$ cat config.mk
export PLATFORM = sky130hd
export DESIGN_NAME = apb_req_arbiter
export DESIGN_NICKNAME = d
export VERILOG_FILES = /design/src/rtl/apb_req_arbiter.sv
export SDC_FILE = /design/constraint.sdc
export NUM_CORES = 1
export LEC_CHECK = 0
export ABC_AREA = 1
export CORE_ASPECT_RATIO = 0.75
export CORE_UTILIZATION = 44
export DETAILED_ROUTE_END_ITERATION = 8
export PLACE_DENSITY = 0.8
export SYNTH_ARGS = -nofsm -noshare
export SYNTH_HDL_FRONTEND = slang
export SYNTH_SLANG_ARGS = --single-unit
$ cat constraint.sdc
create_clock -name pclk -period 1.9 [get_ports pclk]
set_input_delay 0.19 -clock pclk [delete_from_list [all_inputs] [get_ports pclk]]
set_output_delay 0.19 -clock pclk [all_outputs]
set_load 0.02 [all_outputs]
$ cat src/rtl/apb_req_arbiter.sv
// apb_req_arbiter: round-robin sharing of one APB master command port between two clients
// Ports: pclk/presetn clock and async active-low reset; cN_req/we/addr/wdata client command in,
// cN_done/err/rdata completion out; m_wr_* / m_rd_* master handshake; busy/owner arbiter status.
module apb_req_arbiter #(
  parameter int ADDR_W  = 9,
  parameter int DATA_W  = 16,
  parameter int TIMEOUT = 255
) (
  input  logic              pclk,
  input  logic              presetn,
  input  logic              c0_req,
  input  logic              c0_we,
  input  logic [ADDR_W-1:0] c0_addr,
  input  logic [DATA_W-1:0] c0_wdata,
  output logic              c0_done,
  output logic              c0_err,
  output logic [DATA_W-1:0] c0_rdata,
  input  logic              c1_req,
  input  logic              c1_we,
  input  logic [ADDR_W-1:0] c1_addr,
  input  logic [DATA_W-1:0] c1_wdata,
  output logic              c1_done,
  output logic              c1_err,
  output logic [DATA_W-1:0] c1_rdata,
  output logic              m_wr_en,
  output logic [ADDR_W-1:0] m_wr_addr,
  output logic [DATA_W-1:0] m_wr_data,
  input  logic              m_wr_done,
  output logic              m_rd_en,
  output logic [ADDR_W-1:0] m_rd_addr,
  input  logic [DATA_W-1:0] m_rd_data,
  input  logic              m_rd_valid,
  output logic              m_rd_done,
  output logic              busy,
  output logic              owner
);
  localparam int CW = $clog2(TIMEOUT + 1);
  localparam logic [CW-1:0] TO = CW'(TIMEOUT);
  typedef enum logic [1:0] {IDLE, ISSUE, RELEASE} state_t;
  state_t state_q, state_d;
  logic ptr_q, ptr_d, owner_q, owner_d, we_q, we_d, busy_q, busy_d;
  logic wr_en_q, wr_en_d, rd_en_q, rd_en_d, rd_done_q, rd_done_d, gnt, hit;
  logic [ADDR_W-1:0] addr_q, addr_d;
  logic [DATA_W-1:0] wdata_q, wdata_d;
  logic [CW-1:0] cnt_q, cnt_d;
  logic [1:0] done_q, done_d, err_q, err_d;
  logic [1:0][DATA_W-1:0] rdata_q, rdata_d;
  always_ff @(posedge pclk or negedge presetn) begin
    if (!presetn) begin
      state_q   <= IDLE;
      ptr_q     <= 1'b1;
      owner_q   <= 1'b0;
      we_q      <= 1'b0;
      busy_q    <= 1'b0;
      wr_en_q   <= 1'b0;
      rd_en_q   <= 1'b0;
      rd_done_q <= 1'b0;
      addr_q    <= '0;
      wdata_q   <= '0;
      cnt_q     <= '0;
      done_q    <= '0;
      err_q     <= '0;
      rdata_q   <= '0;
    end else begin
      state_q   <= state_d;
      ptr_q     <= ptr_d;
      owner_q   <= owner_d;
      we_q      <= we_d;
      busy_q    <= busy_d;
      wr_en_q   <= wr_en_d;
      rd_en_q   <= rd_en_d;
      rd_done_q <= rd_done_d;
      addr_q    <= addr_d;
      wdata_q   <= wdata_d;
      cnt_q     <= cnt_d;
      done_q    <= done_d;
      err_q     <= err_d;
      rdata_q   <= rdata_d;
    end
  end
  always_comb begin
    state_d   = state_q;
    ptr_d     = ptr_q;
    owner_d   = owner_q;
    we_d      = we_q;
    addr_d    = addr_q;
    wdata_d   = wdata_q;
    cnt_d     = cnt_q;
    wr_en_d   = wr_en_q;
    rd_en_d   = rd_en_q;
    rd_done_d = 1'b0;
    done_d    = '0;
    err_d     = '0;
    rdata_d   = rdata_q;
    // on a tie the client that was not served last wins
    gnt       = (c0_req && c1_req) ? ~ptr_q : c1_req;
    // only the response matching the issued command type counts
    hit       = we_q ? m_wr_done : m_rd_valid;
    case (state_q)
      IDLE: if (c0_req || c1_req) begin
        owner_d = gnt;
        ptr_d   = gnt;
        we_d    = gnt ? c1_we : c0_we;
        addr_d  = gnt ? c1_addr : c0_addr;
        wdata_d = gnt ? c1_wdata : c0_wdata;
        wr_en_d = we_d;
        rd_en_d = ~we_d;
        state_d = ISSUE;
      end
      ISSUE: begin
        cnt_d = cnt_q + CW'(1);
        if (hit || cnt_d == TO) begin
          wr_en_d          = 1'b0;
          rd_en_d          = 1'b0;
          done_d[owner_q]  = 1'b1;
          err_d[owner_q]   = ~hit;
          rd_done_d        = hit && !we_q;
          if (!we_q) rdata_d[owner_q] = hit ? m_rd_data : '0;
          state_d          = RELEASE;
        end
      end
      RELEASE: begin
        cnt_d   = '0;
        state_d = IDLE;
      end
      default: state_d = IDLE;
    endcase
    busy_d = state_d != IDLE;
  end
  assign c0_done   = done_q[0];
  assign c1_done   = done_q[1];
  assign c0_err    = err_q[0];
  assign c1_err    = err_q[1];
  assign c0_rdata  = rdata_q[0];
  assign c1_rdata  = rdata_q[1];
  assign m_wr_en   = wr_en_q;
  assign m_rd_en   = rd_en_q;
  assign m_wr_addr = addr_q;
  assign m_rd_addr = addr_q;
  assign m_wr_data = wdata_q;
  assign m_rd_done = rd_done_q;
  assign busy      = busy_q;
  assign owner     = owner_q;
endmodule

==> results of run 1 <==
-- Yosys cell counts (all sizes together) --
cell type | count | area (sq um)
dfrtp | 77 | 1930
o21ai | 60 | 300
inv | 35 | 131
xor2 | 1 | 8.76
a21oi | 2 | 21.3
clkbuf | 8 | 30.0
dfstp | 1 | 26.3
nor2 | 52 | 208
o21bai | 1 | 7.51
mux2i | 1 | 10.0
nand3 | 5 | 42.5
clkinv | 2 | 7.51
or2 | 1 | 6.26
nand2 | 131 | 524
ha | 5 | 62.6
nand4 | 37 | 262
buf | 23 | 168
nor3 | 1 | 5.00
o22ai | 3 | 18.8
-- cells in the final DEF (no fill, tap or decap), types with 2 or more instances in the layout --
| cell | Yosys | layout |
|---|---|---|
| ha_4 | 0 | 2 |
| clkbuf_16 | 0 | 11 |
| clkdlybuf4s50_1 | 0 | 147 |
| nand2_2 | 10 | 16 |
| o21ai_0 | 59 | 57 |
| inv_1 | 32 | 29 |
| nor2_4 | 1 | 2 |
| buf_4 | 9 | 13 |
| dfrtp_1 | 77 | 76 |
| buf_12 | 0 | 4 |
| clkinvlp_4 | 0 | 3 |
| ha_1 | 5 | 3 |
| o21ai_1 | 1 | 2 |
| nor2_1 | 49 | 49 |
| o22ai_1 | 3 | 3 |
| nand4_1 | 35 | 35 |
| clkbuf_1 | 8 | 2 |
| nand3_1 | 3 | 2 |
| nand2_1 | 120 | 114 |
| nand4_4 | 2 | 2 |
| inv_2 | 3 | 6 |
| nand3_2 | 1 | 2 |
-- per-stage QoR --
stage / area (sq um) / TNS [ns] / power [uW] / hold WS (ns)
global route: 5770 / -2.35 / 10700 / 0.377
global placement: 5290 / 0 / 7870 / 0.156
detailed placement: 5290 / -0.571 / 8020 / 0.159
floorplan: 3770 / 0 / 5770 / -0.106
CTS: 5630 / 0 / 9800 / 0.346
finish: 5770 / 0 / 10100 / 0.325
-- power by group through the flow --
stage,registers [uW],logic [uW],clock network (uW)
final,3010,5370,1680
after global routing,3100,5810,1770
after CTS,2990,5100,1700
after detailed placement,2990,5030,0
after global placement,2980,4890,0
after floorplan,3730,2040,0
-- per-layer routing --
| layer | part of all wire | vias to the layer above | track usage |
|---|---|---|---|
| met3 | 0.085 | 18 | 0.0911 |
| met5 | 0 | - | 0 |
| met1 | 0.40 | 1762 | 0.300 |
| met2 | 0.50 | 173 | 0.420 |
| met4 | 0.015 | 0 | 0.0784 |
| li1 | - | 1735 | - |
-- area by class of cell --
cell class | instances | area (sq um)
fill | 597 | 2320
sequential | 78 | 1950
timing repair buffer | 168 | 1720
multi-input combinational | 300 | 1530
clock buffer | 12 | 246
inverter | 37 | 143
tap | 105 | 131
clock inverter | 3 | 45.0
-- registers in the layout (all words and copies together), names as in the netlist, 2 cells and up --
| register | flops |
|---|---|
| done_q | 2 |
| m_rd_addr | 9 |
| err_q | 2 |
| c1_rdata | 16 |
| cnt_q | 8 |
| state_q | 2 |
| m_wr_data | 16 |
| c0_rdata | 16 |
-- logic make-up (layout without fill, tap and decap cells) --
logic type | count (synthesis) | count (layout)
adder cells (fa/ha/maj) | 5 | 5
AO/OA/AOI/OAI | 66 | 66
multiplexers | 1 | 1
XOR/XNOR | 1 | 1
buffers and inverters | 68 | 220
AND/OR/NAND/NOR | 227 | 227
flip-flops | 78 | 78
-- worst paths after layout --
path                                 start           end  slack [ns]  cells after the start
worst max-delay path              cnt_q[0]   c0_rdata[6]       0.008                     11
worst min-delay path               presetn  c1_rdata[10]        0.33                      2
worst max register to register    cnt_q[0]   c0_rdata[6]       0.008                     11
worst min register to register       ptr_q         ptr_q        0.47                      2
max in group asynchronous          presetn      cnt_q[0]        0.92                      3
min in group pclk               m_rd_valid     m_rd_done        0.44                      3
-- timing repair --
item                                   in CTS  in global routing
buffers inserted                            2                  4
pin swaps                                   0                  1
endpoints found under the hold margin      30                  0
hold buffers                                1                  0
setup endpoints to repair                  27                 59
cloned                                      0                  2
resized for setup                           0                 21
==> results.json, run 1 <==
{
  "status": "finished, final reports clean",
  "leakagePower_uw": 0.00265,
  "syn_area_per_cell_sq_um": 8.44,
  "fin_util": 0.713,
  "grt_pass1_vias": 3550,
  "cts_tree": "done",
  "wl_um": 11100,
  "dp.cells": 679,
  "stdcell_count": 703,
  "viasPerCell": 5.25,
  "slew-limit-headroom": 0.564,
  "combPwrFrac": 0.534,
  "ys_types": 32,
  "final-max-slew-violation-count": 0,
  "p_sw_uw": 4240,
  "worst_pin_slew_ns": 0.653,
  "htree_levels": 3,
  "clock_skew_ns": 0.00575,
  "die_h_um": 82.1,
  "internal_power_uw": 5820,
  "max_freq_mhz": 528,
  "grt_antenna_before_repair": 0,
  "synth_xor_area_frac": 0.00233,
  "dr.pass1.iters": 5,
  "hold_class": "in2async",
  "setup_viol": 0,
  "die_x_um": 109,
  "wl_per_cell_um": 15.8,
  "antenna_cells": 0,
  "crit_arrival_ns": 2.16,
  "clkPwrFrac": 0.167,
  "cp_slowest_cell": "dfrtp_2",
  "crit_chain": "ha_4 > nand3_2 > nand2_1 > nand2_2 > nand2_2 > nor2_4 > nand3_4 > a21oi_4 > clkbuf_16 > nand4_1 > nand2_1",
  "track_usage": 0.249,
  "port_buffers": 148,
  "grt_overflow_total": 0,
  "worst_slack_ns": 0.00784,
  "syn2layout_area_growth_pct": 53.2,
  "syn_area_sq_um": 3770,
  "clock_latency_ns": 0.33,
  "synthesis.instances": 446,
  "synth_top_family_by_area": "simple AND/OR/NAND/NOR gates",
  "startpoint_type": "flip-flop",
  "grt_pass1_wl_um": 16800,
  "critical-path-max-stage-delay_ns": 0.44,
  "cp_num_buf_inv": 1,
  "cts_made_buffers": 9,
  "yosysWarningCount": 0,
  "grt_max_degree": 36,
  "synth_nets": 525,
  "fp.dieArea_sq_um": 8940,
  "start_util": 0.465,
  "powerDensity_nw_per_um2": 1740,
  "final_nets": 673,
  "fin_crit_ns": 1.89,
  "core_area_sq_um": 8090,
  "critPathTopFamily": "simple AND/OR/NAND/NOR gates",
  "synthSimpleGateAreaFrac": 0.278,
  "clockRootBuffer": "clkbuf_16",
  "synth_fa_ha_area_frac": 0.0166,
  "maxCapViolations": 0,
  "clkTransAtPathRegs_ns": 0.06,
  "clockBufferDepth": 2,
  "irDropWorstVdd_mv": 0.937,
  "p_seq_frac": 0.299,
  "rsz0062_at_grt": "true",
  "dp_slack_ns": -0.0590,
  "min_period_over_period": 0.996,
  "ios": 149,
  "timing_worst_setup_path_type": "reg2reg",
  "finalHoldViolations": 0,
  "worstPathRequired_ns": 2.17,
  "yosysSeqAreaShare": 0.519,
  "rows": 28,
  "antenna_left": 0,
  "synthMuxAreaShare": 0.00266,
  "synth_compound_area_frac": 0.0924,
  "hpwlAfterDp_um": 7610,
  "drc": 0,
  "vias": 3688,
  "drive_gt1_frac": 0.120,
  "end_kind": "flip-flop",
  "yosys_register_bits": 78,
  "p_sw_frac": 0.422,
  "cp_max_fo": 16,
  "gp_congestion": 0.905,
  "drt-initial-drc-count": 174,
  "cts.sinks": 78
}
Power figures use the tool's default switching activity.
==> run 2, diff against run 1 <==
--- a/config.mk
+++ b/config.mk
@@ -6,6 +6,7 @@
 export NUM_CORES = 1
 export LEC_CHECK = 0
 export ABC_AREA = 1
+export CAP_MARGIN = 20
 export CORE_ASPECT_RATIO = 0.75
 export CORE_UTILIZATION = 44
 export DETAILED_ROUTE_END_ITERATION = 8
==> results of run 2 <==
Same layout as run 1: the final DEF is identical, and so are final timing and power.
==> run 3, diff against run 2 <==
--- a/config.mk
+++ b/config.mk
@@ -6,6 +6,7 @@
 export NUM_CORES = 1
 export LEC_CHECK = 0
 export ABC_AREA = 1
+export ABC_CLOCK_PERIOD_IN_PS = 1900
 export CAP_MARGIN = 20
 export CORE_ASPECT_RATIO = 0.75
 export CORE_UTILIZATION = 44
==> results of run 3 <==
Same layout as run 1: the final DEF is identical, and so are final timing and power.
